`src/rtl/uart_pkg.sv`:
```
`default_nettype none
`timescale 1ns/1ps
// ============================================================================
// Module      : uart_pkg
// Description : Shared types, constants and helpers for the UART transmitter.
// Revision    : 1.0 - initial release
// ============================================================================
package uart_pkg;

    // Serializer states; PARITY is only entered when parity is built in.
    typedef enum logic [2:0] {
        IDLE   = 3'd0,
        START  = 3'd1,
        DATA   = 3'd2,
        PARITY = 3'd3,
        STOP   = 3'd4
    } tx_state_t;

    localparam int   UART_DATA_BITS  = 8;
    localparam logic UART_IDLE_LEVEL = 1'b1;

    // Clock cycles per serial bit (integer division).
    function automatic int calc_divisor(input int clk_hz, input int baud);
        return clk_hz / baud;
    endfunction

endpackage
`default_nettype wire

```
`src/rtl/uart_tx_fifo.sv`:
```
`default_nettype none
`timescale 1ns/1ps
// ============================================================================
// Module      : uart_tx_fifo
// Description : Single-clock byte FIFO with registered full/empty/level.
//               Pushes to a full FIFO and pops from an empty one are ignored.
// Revision    : 1.0 - initial release
// ============================================================================
module uart_tx_fifo #(
    parameter int DEPTH = 16,
    parameter int WIDTH = 8
) (
    input  logic                         clk,
    input  logic                         rst,
    input  logic                         push,
    input  logic                         pop,
    input  logic [WIDTH-1:0]             din,
    output logic [WIDTH-1:0]             dout,
    output logic                         full,
    output logic                         empty,
    output logic [$clog2(DEPTH+1)-1:0]   level
);

    localparam int PTR_W = $clog2(DEPTH);
    localparam int LVL_W = $clog2(DEPTH + 1);

    logic [WIDTH-1:0] r_mem [DEPTH];
    logic [PTR_W-1:0] r_wr_ptr;
    logic [PTR_W-1:0] r_rd_ptr;
    logic [LVL_W-1:0] r_level;
    logic             r_full;
    logic             r_empty;

    logic             w_push;
    logic             w_pop;
    logic [LVL_W-1:0] w_level_nxt;

    assign w_push = push && !r_full;
    assign w_pop  = pop  && !r_empty;

    // Next occupancy; a simultaneous push and pop leaves it unchanged.
    always_comb begin
        w_level_nxt = r_level;
        if (w_push && !w_pop) begin
            w_level_nxt = r_level + 1'b1;
        end else if (!w_push && w_pop) begin
            w_level_nxt = r_level - 1'b1;
        end
    end

    // Storage array; contents need no reset because the pointers gate reads.
    always_ff @(posedge clk) begin
        if (w_push) begin
            r_mem[r_wr_ptr] <= din;
        end
    end

    // Pointers wrap naturally; flags are registered from the next occupancy.
    always_ff @(posedge clk or posedge rst) begin
        if (rst) begin
            r_wr_ptr <= '0;
            r_rd_ptr <= '0;
            r_level  <= '0;
            r_full   <= 1'b0;
            r_empty  <= 1'b1;
        end else begin
            if (w_push) r_wr_ptr <= r_wr_ptr + 1'b1;
            if (w_pop)  r_rd_ptr <= r_rd_ptr + 1'b1;
            r_level <= w_level_nxt;
            r_full  <= (w_level_nxt == LVL_W'(DEPTH));
            r_empty <= (w_level_nxt == '0);
        end
    end

    assign dout  = r_mem[r_rd_ptr];
    assign full  = r_full;
    assign empty = r_empty;
    assign level = r_level;

endmodule
`default_nettype wire

```
`src/rtl/uart_tx_serial.sv`:
```
`default_nettype none
`timescale 1ns/1ps
// ============================================================================
// Module      : uart_tx_serial
// Description : Memory-mapped UART transmitter. Bytes written on we/wdata are
//               buffered in a FIFO and shifted out LSB first as 8N1 serial.
//               Define UART_TX_PARITY_EN to add an even-parity bit (8E1).
// Revision    : 1.0 - initial release
// ============================================================================
module uart_tx_serial
    import uart_pkg::*;
#(
    parameter int CLK_HZ     = 50000000,
    parameter int BAUD       = 115200,
    parameter int FIFO_DEPTH = 16
) (
    input  logic                              clk,
    input  logic                              rst,
    input  logic                              we,
    input  logic [31:0]                       wdata,
    input  logic                              ovf_clr,
    output logic                              tx,
    output logic                              busy,
    output logic                              fifo_full,
    output logic [$clog2(FIFO_DEPTH+1)-1:0]   fifo_level,
    output logic                              overflow
);

    localparam int DIVISOR = calc_divisor(CLK_HZ, BAUD);
    localparam int CNT_W   = (DIVISOR > 1) ? $clog2(DIVISOR) : 1;
    localparam int LVL_W   = $clog2(FIFO_DEPTH + 1);

    generate
        if (DIVISOR < 2) begin : g_div_check
            $error("uart_tx_serial: CLK_HZ/BAUD must be at least 2");
        end
        if ((FIFO_DEPTH < 2) || ((FIFO_DEPTH & (FIFO_DEPTH - 1)) != 0)) begin : g_depth_check
            $error("uart_tx_serial: FIFO_DEPTH must be a power of two >= 2");
        end
    endgenerate

    tx_state_t                       r_state;
    logic [CNT_W-1:0]                r_baud;
    logic [2:0]                      r_idx;
    logic [UART_DATA_BITS-1:0]       r_shift;
    logic                            r_tx;
    logic                            r_busy;
    logic                            r_overflow;
`ifdef UART_TX_PARITY_EN
    logic                            r_parity;
`endif

    logic [UART_DATA_BITS-1:0]       w_fifo_dout;
    logic                            w_fifo_full;
    logic                            w_fifo_empty;
    logic [LVL_W-1:0]                w_fifo_level;
    logic                            w_push;
    logic                            w_drop;
    logic                            w_pop;
    logic                            w_bit_end;
    logic                            w_busy_nxt;
    logic                            w_unused_wdata;

    // Only the low byte is transmitted.
    assign w_unused_wdata = ^wdata[31:UART_DATA_BITS];

    assign w_push    = we && !w_fifo_full;
    assign w_drop    = we &&  w_fifo_full;
    assign w_pop     = (r_state == IDLE) && !w_fifo_empty;
    assign w_bit_end = (r_baud == CNT_W'(DIVISOR - 1));

    // Busy next cycle: serializer leaves/stays out of IDLE, or FIFO holds data.
    assign w_busy_nxt = (r_state == IDLE)
                      ? (!w_fifo_empty || w_push)
                      : (!((r_state == STOP) && w_bit_end) || !w_fifo_empty || w_push);

    uart_tx_fifo #(
        .DEPTH (FIFO_DEPTH),
        .WIDTH (UART_DATA_BITS)
    ) u_fifo (
        .clk   (clk),
        .rst   (rst),
        .push  (w_push),
        .pop   (w_pop),
        .din   (wdata[UART_DATA_BITS-1:0]),
        .dout  (w_fifo_dout),
        .full  (w_fifo_full),
        .empty (w_fifo_empty),
        .level (w_fifo_level)
    );

    // Sticky overflow; a drop in the same cycle as a clear keeps it set.
    always_ff @(posedge clk or posedge rst) begin
        if (rst) begin
            r_overflow <= 1'b0;
            r_busy     <= 1'b0;
        end else begin
            if (w_drop) begin
                r_overflow <= 1'b1;
            end else if (ovf_clr) begin
                r_overflow <= 1'b0;
            end
            r_busy <= w_busy_nxt;
        end
    end

    // Serializer: tx is registered with the level of the state being entered.
    always_ff @(posedge clk or posedge rst) begin
        if (rst) begin
            r_state <= IDLE;
            r_baud  <= '0;
            r_idx   <= '0;
            r_shift <= '0;
            r_tx    <= UART_IDLE_LEVEL;
`ifdef UART_TX_PARITY_EN
            r_parity <= 1'b0;
`endif
        end else begin
            case (r_state)
                IDLE: begin
                    if (!w_fifo_empty) begin
                        r_shift <= w_fifo_dout;
                        r_baud  <= '0;
                        r_idx   <= '0;
                        r_tx    <= 1'b0;
                        r_state <= START;
`ifdef UART_TX_PARITY_EN
                        r_parity <= ^w_fifo_dout;
`endif
                    end else begin
                        r_tx <= UART_IDLE_LEVEL;
                    end
                end
                START: begin
                    if (w_bit_end) begin
                        r_baud  <= '0;
                        r_tx    <= r_shift[0];
                        r_state <= DATA;
                    end else begin
                        r_baud <= r_baud + 1'b1;
                    end
                end
                DATA: begin
                    if (w_bit_end) begin
                        r_baud <= '0;
                        if (r_idx == 3'(UART_DATA_BITS - 1)) begin
`ifdef UART_TX_PARITY_EN
                            r_tx    <= r_parity;
                            r_state <= PARITY;
`else
                            r_tx    <= 1'b1;
                            r_state <= STOP;
`endif
                        end else begin
                            r_shift <= r_shift >> 1;
                            r_idx   <= r_idx + 1'b1;
                            r_tx    <= r_shift[1];
                        end
                    end else begin
                        r_baud <= r_baud + 1'b1;
                    end
                end
`ifdef UART_TX_PARITY_EN
                PARITY: begin
                    if (w_bit_end) begin
                        r_baud  <= '0;
                        r_tx    <= 1'b1;
                        r_state <= STOP;
                    end else begin
                        r_baud <= r_baud + 1'b1;
                    end
                end
`endif
                STOP: begin
                    if (w_bit_end) begin
                        r_baud  <= '0;
                        r_tx    <= UART_IDLE_LEVEL;
                        r_state <= IDLE;
                    end else begin
                        r_baud <= r_baud + 1'b1;
                    end
                end
                default: begin
                    r_baud  <= '0;
                    r_tx    <= UART_IDLE_LEVEL;
                    r_state <= IDLE;
                end
            endcase
        end
    end

    assign tx         = r_tx;
    assign busy       = r_busy;
    assign fifo_full  = w_fifo_full;
    assign fifo_level = w_fifo_level;
    assign overflow   = r_overflow;

endmodule
`default_nettype wire

```
`config.mk`:
```
export PLATFORM = sky130hd
export DESIGN_NAME = uart_tx_serial
export DESIGN_NICKNAME = d
export VERILOG_FILES = /design/src/rtl/uart_pkg.sv /design/src/rtl/uart_tx_fifo.sv /design/src/rtl/uart_tx_serial.sv
export SDC_FILE = /design/constraint.sdc
export NUM_CORES = 1
export LEC_CHECK = 0
export ABC_CLOCK_PERIOD_IN_PS = 3700
export CORE_MARGIN = 2
export CORE_UTILIZATION = 50
export DETAILED_ROUTE_END_ITERATION = 8
export PLACE_DENSITY = 0.69
export SETUP_SLACK_MARGIN = 0.2
export SYNTH_ARGS = -nofsm -noshare
export SYNTH_HDL_FRONTEND = slang
export SYNTH_SLANG_ARGS = --single-unit
```
`constraint.sdc`:
```
create_clock -name clk -period 3.7 [get_ports clk]
set_input_delay 0.37 -clock clk [delete_from_list [all_inputs] [get_ports clk]]
set_output_delay 0.37 -clock clk [all_outputs]
set_load 0.01 [all_outputs]
```
==> flow_metrics.py <==
metrics = {
    "setup_path": {
        "worstPathCellList": "inv_1 -> ha_1 -> nand4b_1 -> or4_1 -> o31ai_4 -> nand3_1 -> o21ai_0",
        "worstSetupPathType": "reg2reg",
        "crit_required_ns": 4.04,
        "slowest_stage": "o31ai_4",
        "arrival_ns": 2.72,
        "cp-end-kind": "flip-flop",
        "r2r_cells": 7,
        "slowest_delay_ns": 0.70,
        "path_buf_inv": 1,
        "startpoint_type": "flip-flop",
        "crit_family": "simple AND/OR/NAND/NOR gates",
        "reg2reg_from": "r_baud[1]",
        "worstReg2RegEnd": "r_idx[1]",
        "cp_max_fo": 21,
        "rrSetupSlack_ns": 1.32,
    },
    "cells_and_area": {
        "syn_to_final_growth_pct": 13.1,
        "final_cell_mix": "edfxtp_1 (128), dfrtp_1 (38), mux4_2 (33), a21oi_1 (25), nor2_1 (24)",
        "antennaDiodeCount": 0,
        "fillCellCount": 1034,
        "drive_gt1_share_pct": 16.1,
        "instances_no_fill": 647,
        "layout_commonest_cell": "edfxtp_1",
        "nets": 503,
    },
    "timing": {
        "fin_setup_tns_ns": 0,
        "relSlewSlack_pct": 50.3,
        "finalSetupViolCount": 0,
        "rsz0062_at_grt": "no",
        "fin_crit_sh_pct": 64.4,
        "worst_slack_ns": 1.32,
        "finalHoldViolations": 0,
        "finClkSkew_ns": 0.0103,
        "fin_crit_ns": 2.38,
        "drv_slew": 0,
        "clock.fmax_mhz": 420,
        "worst_slew_pin_slew_ns": 0.745,
    },
    "floorplanning": {
        "core_um2": 13800,
        "pin_count": 45,
        "initial_utilization_pct": 50.8,
        "num_rows": 43,
        "fp.dieW_um": 123,
        "dieArea_um2": 15000,
        "die_h_um": 123,
    },
    "drt": {
        "drt_first_pass_iters": 4,
        "drtIter0Drc": 324,
        "routedWlPerCell_um": 19.7,
        "routed_via_density": 5.74,
        "ant_nets": 0,
        "routed_wl_um": 12700,
        "drc": 0,
        "vias": 3715,
    },
    "clocking": {
        "h-tree-depth": 4,
        "worstSkewPairLatency_ns": 0.43,
        "clockBufferDepth": 2,
        "clkSinkCount": 169,
        "cts.repair.resized": 0,
        "postCtsSetupBuffers": 0,
        "cts_made_buffers": 17,
        "cts_hold_buf": 0,
        "path_clk_slew_ns": 0.06,
        "cts-root-buf": "clkbuf_16",
        "cts_tree": "yes",
    },
    "worst_hold_path": {
        "hold_class": "in2async",
    },
    "placement": {
        "place_hpwl_um": 7960,
        "place_inst": 617,
        "dp_worst_setup_slack_ns": 1.23,
        "gp_congestion": 0.769,
        "io_buffers": 20,
    },
    "synth": {
        "ys_warn_count": 0,
        "synth.top_cell.area_share_pct": 54.7,
        "ys_ff_latch": 169,
        "syn_area_um2": 7030,
        "ys_async_sr_fraction_pct": 24.3,
        "synth.distinct_cells": 44,
        "syn_avg_cell_area_um2": 16.2,
        "synth_top_flop_cell": "edfxtp_1",
        "synth_top_area_cell": "edfxtp_1",
        "synth_seq_area_share_pct": 69.3,
        "synth_top_cells_by_area": "edfxtp_1 (55%), dfrtp_1 (14%), mux4_2 (11%), ha_1 (2.0%), a21oi_1 (1.8%)",
        "synth_edf_count": 128,
        "synthCells": 434,
        "syn_nets": 481,
    },
    "global_route": {
        "grt_usage_pct": 18.8,
        "overflow": 0,
        "grt_pass1_vias": 3888,
        "grt_max_degree": 42,
        "grt_pass1_wl_um": 20300,
        "antenna_found_initial": 0,
    },
    "power_and_ir_drop": {
        "cellPowerDensity_nw_per_um2": 768,
        "total_leakage_power_nw": 2.72,
        "max-vdd-ir-drop_mv": 0.466,
    },
    "outcome": {
        "status": "completed",
    },
    "job": {
        "drv_cap": 0,
    },
}
==> logic make-up (layout without fill, tap and decap cells) <==
kind of cell	Yosys count	count (layout)	share of synthesized area, %
AND/OR/NAND/NOR	104	104	8.00
flip-flops	169	169	69.4
adder cells (fa/ha/maj)	11	11	1.96
multiplexers	33	33	10.6
buffers and inverters	36	69	2.17
AO/OA/AOI/OAI	67	67	6.20
XOR/XNOR	14	14	1.75
==> registers in the layout (all words and copies together) (netlist names) <==
name and flops:
u_fifo.r_mem 128, r_baud 9, r_shift 8, u_fifo.level 5, u_fifo.r_rd_ptr 4, u_fifo.r_wr_ptr 4
r_idx 3, r_state 3, busy 1, overflow 1, tx 1, u_fifo.empty 1
u_fifo.full 1
==> tightest hold or removal path, stage by stage <==
cell	delay, ns
clkdlybuf4s50_1	0.40
clkinv_1	0.05
buf_4	0.43
==> worst max path at each step <==
stage / from / endpoint / slack (ns) / depth (start not counted)
floorplan: r_baud[1] / r_state[1] / 1.74 / 8
global placement: we / u_fifo.r_mem[5][0] / 1.26 / 6
detailed placement: we / u_fifo.r_mem[6][0] / 1.23 / 6
CTS: r_baud[1] / r_idx[1] / 1.30 / 7
global route: r_baud[1] / r_shift[1] / 1.10 / 7
finish: r_baud[1] / r_idx[1] / 1.32 / 7
==> cells in the mapped netlist (3+ instances only) <==
| cell type | count |
|---|---|
| a21oi_1 | 25 |
| a22oi_1 | 14 |
| and2_1 | 18 |
| buf_2 | 8 |
| clkbuf_1 | 10 |
| dfrtp_1 | 39 |
| edfxtp_1 | 128 |
| ha_1 | 11 |
| inv_1 | 15 |
| mux4_2 | 33 |
| nand2_1 | 22 |
| nand2b_1 | 4 |
| nand3_1 | 3 |
| nand4_1 | 6 |
| nor2_1 | 24 |
| nor2b_1 | 3 |
| nor3_1 | 5 |
| nor3b_1 | 3 |
| nor4_1 | 3 |
| o21ai_0 | 13 |
| o22ai_1 | 5 |
| or3_1 | 3 |
| xnor2_1 | 9 |
| xor2_1 | 5 |
==> per-layer routing <==
metal	track usage [%]	vias to the layer above	routed length (um)
met5	0	-	0
met4	5.60	0	164
met3	4.88	18	680
met2	33.0	91	6750
met1	23.2	1891	5140
li1	-	1715	-
==> stage by stage <==
| step | hold WS, ns | area [um2] | util [%] | total power, mW |
|---|---|---|---|---|
| floorplan | 0.469 | 7030 | - | 3.99 |
| global placement | 0.493 | 7390 | 53.4 | 4.41 |
| detailed placement | 0.498 | 7390 | 53.4 | 4.47 |
| CTS | 0.388 | 7940 | 57.4 | 6.15 |
| global route | 0.443 | 7940 | 57.4 | 6.43 |
| finish | 0.380 | 7940 | 57.4 | 6.10 |
==> report_power, final <==
| group | switching, mW | internal, mW | leakage (nW) | total (mW) |
|---|---|---|---|---|
| Combinational | 0.978 | 0.832 | 0.784 | 1.81 |
| Sequential | 0.241 | 2.37 | 1.66 | 2.61 |
| Clock | 0.700 | 0.983 | 0.272 | 1.68 |
| Total | 1.92 | 4.18 | 2.72 | 6.10 |
==> cell type report <==
cell class / count / area, um2 / area share [%]
flip-flops and latches: 169 / 4870 / 61.4
multi-input cells: 229 / 2000 / 25.2
clock buffers: 18 / 429 / 5.40
repair buffers: 24 / 230 / 2.90
well taps: 180 / 225 / 2.84
clock inverters: 12 / 128 / 1.61
inverters: 15 / 56.3 / 0.709
No activity file was read; power rests on OpenSTA's default activity.
